<file path="config.mk">
export PLATFORM = sky130hd
export DESIGN_NAME = clint_tmr_flat
export DESIGN_NICKNAME = d
export VERILOG_FILES = /design/src/rtl/clint_tmr_if.sv /design/src/rtl/clint_tmr.sv /design/src/flat_wrapper.sv
export SDC_FILE = /design/constraint.sdc
export NUM_CORES = 1
export LEC_CHECK = 0
export BUFFER_PORTS_ARGS = -buffer_cell sky130_fd_sc_hd__buf_2
export CAP_MARGIN = 20
export CORE_AREA = 4 4 166 120
export CTS_BUF_LIST = sky130_fd_sc_hd__clkbuf_2 sky130_fd_sc_hd__clkbuf_4 sky130_fd_sc_hd__clkbuf_8
export CTS_CLUSTER_SIZE = 8
export DETAILED_ROUTE_END_ITERATION = 10
export DIE_AREA = 0 0 170 124
export PLACE_DENSITY = 0.81
export SLEW_MARGIN = 10
export SYNTH_ARGS = -nofsm -noshare
export SYNTH_HDL_FRONTEND = slang
export SYNTH_SLANG_ARGS = --single-unit
</file>
<file path="constraint.sdc">
create_clock -name clk -period 3.1 [get_ports clk]
set_input_delay 0.155 -clock clk [delete_from_list [all_inputs] [get_ports clk]]
set_output_delay 0.155 -clock clk [all_outputs]
set_load 0.01 [all_outputs]
</file>
<file path="src/rtl/clint_tmr_if.sv">
// Data-side request/response handshake between a requester and the CLINT timer.
interface clint_tmr_if;
    logic        valid;
    logic        ready;
    logic [63:0] data_read;
    logic [63:0] data_write;
    logic [63:0] addr;
    logic [1:0]  size;
    logic [1:0]  resp;
    logic        req;

    modport master (
        output valid, data_write, addr, size, req,
        input  ready, data_read, resp
    );

    modport slave (
        input  valid, data_write, addr, size, req,
        output ready, data_read, resp
    );
endinterface

</file>
<file path="src/rtl/clint_tmr.sv">
// CLINT machine timer: free-running mtime, mtimecmp compare register and
// the machine timer interrupt, reachable through a fixed-latency slave port.
module clint_tmr #(
    parameter int unsigned TICK_DIV      = 1,
    parameter logic [63:0] MTIME_ADDR    = 64'h0000_0000_0200_bff8,
    parameter logic [63:0] MTIMECMP_ADDR = 64'h0000_0000_0200_4000
) (
    input  logic       clk,
    input  logic       rst,
    clint_tmr_if.slave bus,
    output logic       clint_tmr_mtip_o
);
    localparam int unsigned PW = (TICK_DIV > 1) ? $clog2(TICK_DIV) : 1;
    localparam logic [1:0] RESP_OKAY   = 2'b00;
    localparam logic [1:0] RESP_SLVERR = 2'b10;
    localparam logic [1:0] RESP_DECERR = 2'b11;

    typedef enum logic {
        IDLE = 1'b0,
        RESP = 1'b1
    } state_t;

    state_t        state;
    state_t        state_nxt;
    logic [63:0]   mtime;
    logic [63:0]   mtimecmp;
    logic [PW-1:0] presc;
    logic          tick;
    logic          accept;
    logic          hit_mtime;
    logic          hit_cmp;
    logic          misaligned;
    logic [7:0]    lane;
    logic [7:0]    strb;
    logic [63:0]   wmask;
    logic          ready_nxt;
    logic [63:0]   data_nxt;
    logic [1:0]    resp_nxt;
    logic          wr_mtime;
    logic          wr_cmp;

    assign tick = (presc == PW'(TICK_DIV - 1));

    // State register
    always_ff @(posedge clk) begin
        if (rst) begin
            state <= IDLE;
        end else begin
            state <= state_nxt;
        end
    end

    // Next state: accept in IDLE, respond for exactly one cycle
    always_comb begin
        state_nxt = state;
        unique case (state)
            IDLE:    if (bus.valid) state_nxt = RESP;
            RESP:    state_nxt = IDLE;
            default: state_nxt = IDLE;
        endcase
    end

    // Register decode, alignment check and byte-lane write mask of the offered request
    always_comb begin
        hit_mtime  = (bus.addr[63:3] == MTIME_ADDR[63:3]);
        hit_cmp    = (bus.addr[63:3] == MTIMECMP_ADDR[63:3]);
        misaligned = 1'b0;
        lane       = 8'h01;
        wmask      = '0;
        unique case (bus.size)
            2'b00: begin misaligned = 1'b0;             lane = 8'h01; end
            2'b01: begin misaligned = bus.addr[0];      lane = 8'h03; end
            2'b10: begin misaligned = |bus.addr[1:0];   lane = 8'h0F; end
            2'b11: begin misaligned = |bus.addr[2:0];   lane = 8'hFF; end
            default: begin misaligned = 1'b1;           lane = 8'h00; end
        endcase
        strb = lane << bus.addr[2:0];
        for (int b = 0; b < 8; b++) begin
            wmask[b*8 +: 8] = {8{strb[b]}};
        end
    end

    // Response and write-enable values loaded at the RESP-entry edge
    always_comb begin
        ready_nxt = 1'b0;
        data_nxt  = '0;
        resp_nxt  = RESP_OKAY;
        wr_mtime  = 1'b0;
        wr_cmp    = 1'b0;
        accept    = (state == IDLE) && bus.valid;
        if (accept) begin
            ready_nxt = 1'b1;
            if (!hit_mtime && !hit_cmp) begin
                resp_nxt = RESP_DECERR;
            end else if (misaligned) begin
                resp_nxt = RESP_SLVERR;
            end else if (bus.req) begin
                wr_mtime = hit_mtime;
                wr_cmp   = hit_cmp;
            end else begin
                data_nxt = hit_mtime ? mtime : mtimecmp;
            end
        end
    end

    // Timer registers, prescaler, interrupt and registered response
    always_ff @(posedge clk) begin
        if (rst) begin
            bus.ready        <= 1'b0;
            bus.data_read    <= '0;
            bus.resp         <= RESP_OKAY;
            mtime            <= '0;
            mtimecmp         <= '1;
            presc            <= '0;
            clint_tmr_mtip_o <= 1'b0;
        end else begin
            bus.ready     <= ready_nxt;
            bus.data_read <= data_nxt;
            bus.resp      <= resp_nxt;
            presc         <= tick ? '0 : presc + PW'(1);
            if (wr_mtime) begin
                mtime <= (mtime & ~wmask) | (bus.data_write & wmask);
            end else if (tick) begin
                mtime <= mtime + 64'd1;
            end
            if (wr_cmp) begin
                mtimecmp <= (mtimecmp & ~wmask) | (bus.data_write & wmask);
            end
            clint_tmr_mtip_o <= (mtime >= mtimecmp);
        end
    end
endmodule

</file>
<file path="src/flat_wrapper.sv">
// flat-port wrapper written by rule: the top's interface ports become plain ports
module clint_tmr_flat 
#(
    parameter int unsigned TICK_DIV      = 1,
    parameter logic [63:0] MTIME_ADDR    = 64'h0000_0000_0200_bff8,
    parameter logic [63:0] MTIMECMP_ADDR = 64'h0000_0000_0200_4000
)
  (clk, rst, clint_tmr_mtip_o, bus_valid, bus_data_write, bus_addr, bus_size, bus_req, bus_ready, bus_data_read, bus_resp);
  clint_tmr_if bus_i ();
  input  logic clk;
  input  logic rst;
  output logic clint_tmr_mtip_o;
  input wire logic [$bits(bus_i.valid)-1:0] bus_valid;
  input wire logic [$bits(bus_i.data_write)-1:0] bus_data_write;
  input wire logic [$bits(bus_i.addr)-1:0] bus_addr;
  input wire logic [$bits(bus_i.size)-1:0] bus_size;
  input wire logic [$bits(bus_i.req)-1:0] bus_req;
  output wire logic [$bits(bus_i.ready)-1:0] bus_ready;
  output wire logic [$bits(bus_i.data_read)-1:0] bus_data_read;
  output wire logic [$bits(bus_i.resp)-1:0] bus_resp;
  assign bus_i.valid = bus_valid;
  assign bus_i.data_write = bus_data_write;
  assign bus_i.addr = bus_addr;
  assign bus_i.size = bus_size;
  assign bus_i.req = bus_req;
  assign bus_ready = bus_i.ready;
  assign bus_data_read = bus_i.data_read;
  assign bus_resp = bus_i.resp;
  clint_tmr #(.TICK_DIV(TICK_DIV), .MTIME_ADDR(MTIME_ADDR), .MTIMECMP_ADDR(MTIMECMP_ADDR)) u_core (.clk(clk), .rst(rst), .bus(bus_i), .clint_tmr_mtip_o(clint_tmr_mtip_o));
endmodule
</file>
== Word level (Yosys, flattened, before mapping) ==
Cells that the tools add are included.

* Mux-type cells: 18
* Shift operators: 1
* Equal/unequal tests: 6
* Bitwise operators: 9
* Add/subtract/negate cells: 2
* Reduce and logical (&&, ||, !) cells: 10
* Order comparisons: 1

{| class="wikitable"
|+ Operators by type and width
! operator !! number
|-
| 64-bit bitwise AND || 3
|-
| 64-bit two-way mux || 3
|-
| 64-bit OR || 2
|-
| 61-bit by 23-bit equality test with 1-bit output, second input constant || 2
|-
| 64-bit by 1-bit adder with 64-bit output, second input constant || 1
|-
| 64-bit greater-or-equal comparator || 1
|-
| 64-bit inverter || 1
|-
| 8-bit one-hot mux with 4 select lines || 1
|-
| 1-bit two-way mux || 10
|-
| 8-bit by 3-bit << shifter with 8-bit output || 1
|-
| 2-bit OR reduction || 3
|-
| 5-bit OR reduction || 1
|-
| 2-bit equality test, second input constant || 2
|-
| 2-bit two-way mux || 2
|-
| 1-bit one-hot mux with 4 select lines || 1
|-
| 1-bit inverter || 3
|-
| 3-bit OR reduction || 1
|-
| 2-bit by 1-bit equality test with 1-bit output, second input constant || 1
|-
| 1-bit logical AND || 2
|-
| 1-bit zero test || 2
|-
| 2-bit zero test || 1
|-
| 2-bit != test, second input constant || 1
|-
| 1-bit one-hot mux with 2 select lines || 1
|-
| 1-bit adder, second input constant || 1
|}

* Input bits: 134
* Output and inout bits: 68
* Flip-flop bits (word level): 198

== Longest topological paths before layout ==
Gate-level depths: netlist of run 1.

* Depth in word-level cells: 7
* Mapped depth: 11

== Worst setup path after synthesis of run 1 ==
No wires, ideal clock.

* Path kind: flip-flop to flip-flop
* Start: register with a tool-made name
* End: register with a tool-made name
* Data arrival time: 2196 ps
* Setup slack: 833 ps
* Stages on the path, launching flop included: 9
* Data required time: 3030 ps
* Clock period less this slack: 2267 ps
* Setup time: 70 ps
* Path through: dfxtp_1 > nand3_4 > nor4_4 > nand4_4 > or2_0 > buf_2 > nor4_1 > mux2_1 > a21oi_1

==> metrics.md, run 1 <==
| Metric | Value |
|---|---|
| Run status | complete, no violations |
| Final RePlAce weighted congestion | between 0.9 and 1 |
| Number of endpoints failing setup at the final stage | 0 |
| Yosys warning total | 0 |
| Relative slew margins | 0.4769 |
| Total track usage | 0.3053 |
| Pre-CTS setup slack | 0.3759 ns |
| Standby leakage power | 6.778 nW |
| Vias/cell | roughly 5.9 |
| Type of the worst min-delay path | input pin to flip-flop |
| Worst Max-Slew Pin Slew | 0.7846 ns |
| Global-route wire length before repair | slightly above 50 mm |
| Root Buffer Master | clkbuf_8 |
| Endpoint required time on the critical path | approximately 3.5 ns |
| Routed via count | 10810 |
| Routed length per instance | between 15 and 20 um |
| Number of buffers between clock root and the deepest sink | 2 |
| Starting density of the core | 0.5686 |
| Insertion delay of the later-clocked pin in the worst-skew pair | 0.49 ns |
| Dominant cells by area after synthesis | dfxtp_1 (38%), nand2_1 (9.9%), ha_1 (7.8%), mux2i_1 (5.1%), a21oi_1 (4.8%) |
| Slew Limit Fails | 0 |
| Worst Slack Setup Final | 0.3585 ns |
| Die Wd | 170 um |
| Level count of the clock H-tree | 4 |
| Worst vdd ir | roughly 0.34 mV |
| Final min period | 2.741 ns |
| DRC violations left | 0 |
| Total negative slack | 0 ns |
| Buffers plus inverters on the worst setup path | 0 |
| Startpoint kind of the worst setup timing path | flip-flop |
| Pin count of the biggest net entering global routing | 65 |
| Fmax achieved | 364.8 MHz |
| Cell Rows | 42 |
| Area of the core region | 0.01845 mm2 |
| Die boundary height | 124 um |
| Number of global-route vias before repair | between 9000 and 10000 |
| Synth Flop Type | dfxtp_1 |
| Total detailed-routing wirelength | 32.87 mm |
| Worst Setup End Kind | flip-flop |
| Final HPWL DP | 23.63 mm |
| Antenna violation net count after detailed routing | 0 |
| Final std cells w/o fill | 1825 |
| Number of port buffers | between 200 and 250 |
| Synthesized area | around 0.010 mm2 |
| Sequential area share after synthesis | 0.3779 |
| Total Die Area | between 0.02 and 0.025 mm2 |
| Crit share post-route | 0.8843 |
| Fin Clk Skew | 0.01846 ns |
| Biggest area consumer among synthesized cells | dfxtp_1 |
| Total of max-cap violations | 0 |
| First-pass iteration count of the detailed router | 6 |
| Number of setup buffers added after CTS | 0 |
| Commonest cells after routing, fill and taps aside | nand2_1 (276), buf_2 (201), dfxtp_1 (198) |
| Pwr/cell area | 349.8 mW/mm2 |
| CP peak stage delay | 0.52 ns |
| Data arrival time of the critical path | 3.15 ns |
| Worst Path Class, Setup | flip-flop to flip-flop |
| TritonCTS Sinks | 198 |
| Critical-path cell list | nand4_1 -> nor4_4 -> nand4_4 -> or2_0 -> nor4_1 -> mux2_1 -> a21oi_1 |
| Final net count | between 1500 and 2000 |
| Fraction of final layout cells with drive strength greater than 1 | 0.2018 |
| Proportion of netlist area held by the largest area contributor | 0.3779 |
| Largest delay share family, worst path | simple AND/OR/NAND/NOR gates |
| Clock buffers created by TritonCTS | 17 |
| Layout area overhead | 22.97% |
| Antenna violations before repair | 2 |
| Setup repair after global routing missed its margin | no |
| IO Pins | 202 |
| Critical path peak fanout | 8 |
| Final hold violation count | 0 |
| TritonCTS clock tree | built |
| Core Util, Final | 0.6993 |
| Iteration-0 DRC Markers | around 1400 |
| Seq cells post-synth | approximately 200 |
| Leading cell type in the layout, fill and taps excluded | nand2_1 |
| Async set-reset flop share out of synthesis | 0 |
| Number of distinct library cell variants in the gate-level netlist after synthesis | 76 |
| Synth Net Count | 1503 |
| Leftover overflow at the end of global routing | 0 |
| Clock slew at the register clock pins of the worst setup and hold paths | 0.10 ns |
| Syn_area_per_cell | 8.044 um2 |
| Power Total | between 0.004 and 0.005 W |
| Placed insts | approximately 1700 |
| Cell at the slowest stage of the critical path | nor4_4 |
| Cells after synthesis | 1304 |
| Number of synthesized flops with an enable pin | 0 |
[worst register-to-register path, cell delays in order (launching register included)]
cell and delay [ns]:
dfxtp_1 0.51, nand4_1 0.25, nor4_4 0.52, nand4_4 0.21, or2_0 0.38, nor4_1 0.30
mux2_1 0.35, a21oi_1 0.14
[cells in the mapped netlist, types with 16 or more instances]
cell type,count
nor3_1,31
a21oi_1,101
and3_1,16
nor4_1,22
ha_1,65
nand3_1,49
nand4_1,35
mux2i_1,53
a211oi_1,19
nor2_1,67
nand2_1,277
a31oi_1,22
o211ai_1,28
inv_1,82
clkbuf_1,45
o21ai_0,26
dfxtp_1,198
[cells by family (layout without fill, tap and decap cells)]
logic type	Yosys count	after routing	synth area share
compound gates	251	251	0.1536
xor+xnor	5	5	0.004175
fa+ha+maj	65	65	0.07754
buf+inv	145	422	0.05571
flops	198	198	0.3779
mux	69	69	0.06776
other cells	1	3	0.0003575
simple gates	570	570	0.2629
[what timing repair did]
item | in CTS | in global routing
gates resized for setup | 0 | 0
endpoints found under the hold margin | 106 | 0
hold buffers | 64 | 0
[report_power, final]
group	internal, W	switching, W	leakage [nW]
Sequential	0.00255	0.00000799	1.60
Combinational	0.000161	0.000173	5.00
Clock	0.000706	0.000915	0.180
Total	0.00342	0.00110	6.78
[layer usage]
layer  global-route usage  wire length, um
met1               0.4146            13930
met2               0.4998            14920
met3              0.05933             3380
met4              0.08728              635
met5                    0                0
[through the flow]
| step | instance area [um2] | hold WS (ns) |
|---|---|---|
| after global placement | 11890 | 0.3914 |
| after global routing | 12900 | 0.04588 |
| after detailed placement | 11890 | 0.4002 |
| after CTS | 12890 | 0.02465 |
| final | 12900 | 0.03065 |
| after floorplan | 10490 | 0.2801 |
[layout make-up]
class	count	area, um2
fill	1483	5547
clock inverter	7	75.07
timing repair buffer	311	2004
antenna	2	5.005
clock buffer	22	290.3
multi-input combinational	961	5949
inverter	82	307.8
sequential	198	3964
tap	242	302.8
[worst paths after layout]
check / start / end / slack [ns] / cells past startpoint
worst min-delay path: bus_valid / u_core.bus.resp[0]$_SDFF_PP0_ / 0.03 / 3
worst min register to register: flip-flop / u_core.bus.data_read[7]$_SDFF_PP0_ / 0.46 / 2
worst max-delay path: flip-flop / flip-flop / 0.36 / 7
worst max register to register: flip-flop / flip-flop / 0.36 / 7
Note: power is estimated with default switching activity, not from simulation.
==> run 2: changes to the inputs <==
--- a/config.mk
+++ b/config.mk
@@ -10,7 +10,9 @@
 export CORE_AREA = 4 4 166 120
 export CTS_BUF_LIST = sky130_fd_sc_hd__clkbuf_2 sky130_fd_sc_hd__clkbuf_4 sky130_fd_sc_hd__clkbuf_8
+export CTS_CLUSTER_DIAMETER = 150
 export CTS_CLUSTER_SIZE = 8
 export DETAILED_ROUTE_END_ITERATION = 10
 export DIE_AREA = 0 0 170 124
+export HOLD_SLACK_MARGIN = 0.05
 export PLACE_DENSITY = 0.81
 export SLEW_MARGIN = 10
==> constraint.sdc (replaced) <==
create_clock -name clk -period 3.1 [get_ports clk]
set_input_delay 0.62 -clock clk [delete_from_list [all_inputs] [get_ports clk]]
set_output_delay 0.62 -clock clk [all_outputs]
set_load 0.01 [all_outputs]
==> metrics.md, run 2 (synthesis results as in run 1) <==
| Metric | Value |
|---|---|
| Total of max-cap violations | 0 (unchanged) |
| Setup repair after global routing missed its margin | no |
| Number of setup buffers added after CTS | 0 (unchanged) |
| Max Used Layer | met4 |
| Relative slew margins | 0.3168 (-0.1602) |
| Iteration-0 DRC Markers | 1117 (-18%) |
| Clock slew at the register clock pins of the worst setup and hold paths | 0.10 ns (about the same) |
| Worst Path Class, Setup | flip-flop to flip-flop |
| Worst-case register-to-register setup slack | 0.26 ns (-0.10 ns) |
| Design Area, Final | 0.01245 mm2 (-3.4%) |
| Type of the worst min-delay path | input pin to flip-flop |
| Final min period | 2.840 ns (+0.09895 ns) |
| Cell Rows | 42 (unchanged) |
| Vias/cell | 5.997 (+1.3%) |
| Worst vdd ir | 0.3455 mV (+2.7%) |
| Share of total power in combinational logic | 0.058 (-0.016) |
| Run status | complete, no violations |
| Final HPWL DP | 23.64 mm (about the same) |
| Total Die Area | 0.02108 mm2 (unchanged) |
| Antenna violation net count after detailed routing | 0 (unchanged) |
| Global-route wire length before repair | 50.25 mm (-2.4%) |
| Routed length per instance | 17.98 um (-0.18%) |
| Final net count | 1721 (-2.8%) |
| Pwr/cell area | 373.6 mW/mm2 (+6.8%) |
| Critical path peak fanout | 8 (unchanged) |
| Dpl cell area | 0.01203 mm2 (+1.2%) |
| Number of global-route vias before repair | 9715 (-2.8%) |
| Final hold violation count | 0 (unchanged) |
| Root Buffer Master | clkbuf_8 |
| Flop pwr share | 0.551 (-0.016) |
| Fmax achieved | 352.1 MHz (-3.5%) |
| Crit share post-route | 0.9163 (+0.03192) |
| Total detailed-routing wirelength | 31.95 mm (-2.8%) |
| Slew Limit Fails | 0 (unchanged) |
| Worst Setup End Kind | flip-flop |
| Standby leakage power | 6.631 nW (-2.2%) |
| Commonest cells after routing, fill and taps aside | nand2_1 (276), buf_2 (201), dfxtp_1 (198) |
| Total negative slack | 0 ns (unchanged) |
| Clock buffers created by TritonCTS | 17 (unchanged) |
| Die Wd | 170 um (unchanged) |
| Fraction of final layout cells with drive strength greater than 1 | 0.2195 (+0.01777) |
| Cts hold-fix bufs | 0 (-100%) |
| Leading cell type in the layout, fill and taps excluded | nand2_1 |
| Antenna diode count | 0 (-2) |
| Number of buffers between clock root and the deepest sink | 2 (unchanged) |
| Reg2Reg Depth | 7 (unchanged) |
| Depth of the worst hold-timing path | 3 (unchanged) |
| Area of the core region | 0.01845 mm2 (unchanged) |
| Layout area overhead | 18.74% |
| Final RePlAce weighted congestion | 0.9796 (+6.4%) |
| Placed insts | 1745 (+0.87%) |
| Level count of the clock H-tree | 4 (unchanged) |
| Endpoint required time on the critical path | 3.51 ns (about the same) |
| Startpoint kind of the worst setup timing path | flip-flop |
| First-pass iteration count of the detailed router | 5 (-1) |
| Fraction of power consumed by the clock network | 0.391 (+0.032) |
| Insertion delay of the later-clocked pin in the worst-skew pair | 0.49 ns (about the same) |
| Net switching power figure | 0.001173 W (+7.0%) |
| Beginning of the worst hold path | bus_data_write[43] |
| Starting density of the core | 0.5686 (unchanged) |
| DRC violations left | 0 (unchanged) |
| WL met2 | 14.27 mm (-4.4%) |
| Internal power | 0.003480 W (+1.9%) |
| Number of port buffers | 201 (unchanged) |
| Fin Clk Skew | 0.01978 ns (+0.001320 ns) |
| Post_cts resized | 0 (unchanged) |
| Total track usage | 0.2965 (-0.008804) |
| Routed via count | 10660 (-1.4%) |
| Pin count of the biggest net entering global routing | 65 (unchanged) |
| Die boundary height | 124 um (unchanged) |
| Switching part of the total | 0.2520 (+0.009130) |
| Worst-case hold slack | 0.3684 ns (+0.3377 ns) |
| TritonCTS clock tree | built |
| Antenna violations before repair | 0 (-2) |
| Final std cells w/o fill | 1777 (-2.6%) |
| Data arrival time of the critical path | 3.25 ns (+0.10 ns) |
| IO Pins | 202 (unchanged) |
| Number of endpoints failing setup at the final stage | 0 (unchanged) |
| Leftover overflow at the end of global routing | 0 (unchanged) |
| Met3 routed wirelength | 3.330 mm (-1.5%) |
| Met1 layer wirelength in the final routing | 13.68 mm (-1.8%) |
| Worst Max-Slew Pin Slew | 1.025 ns (+0.2403 ns) |
| TritonCTS Sinks | 198 (unchanged) |
-- run 2: routing by layer --
layer / GRT usage / up-vias
met5: 0 / -
met4: 0.08479 / 0
met3: 0.05425 / 57
li1: - / 5052
met1: 0.4135 / 4981
met2: 0.4742 / 566
-- run 2: power groups by stage --
stage                     registers [W]  logic [W]  clock network, W
final                           0.00256   0.000270           0.00182
after global routing            0.00256   0.000287           0.00192
after CTS                       0.00256   0.000265           0.00183
after detailed placement        0.00262   0.000262                 0
after global placement          0.00262   0.000259                 0
after floorplan                 0.00262   0.000104                 0
-- run 2: worst max-delay path by stage --
stage / end / slack (ns)
global route: flip-flop / 0.12
floorplan: flip-flop / 0.57
detailed placement: flip-flop / -0.004
finish: flip-flop / 0.26
global placement: flip-flop / 0.02
CTS: flip-flop / 0.30
-- run 2: worst max-delay path, cell delays in order, from the launching register on --
cell and delay (ns):
dfxtp_1 0.47, nand3_1 0.15, nor3_2 0.42, nand2_2 0.25, a211oi_2 0.56, nand2_1 0.34
or3_1 0.40, a31oi_1 0.18
-- run 2: through the flow --
step	utilization	power (W)	setup slack, ns
finish	0.6752	0.004653	0.2596
global route	0.6752	0.004773	0.1162
CTS	0.6752	0.004655	0.3006
detailed placement	0.6519	0.002884	-0.004373
global placement	0.6519	0.002880	0.02119
floorplan	-	0.002723	0.5652
-- run 2: area by class of cell --
cell class                 count  area, um2
inverter                      82      307.8
timing repair buffer         262       1501
sequential                   198       3964
fill                        1550       5991
clock buffer                  17      234.0
clock inverter                15      195.2
multi-input combinational    961       5949
tap                          242      302.8
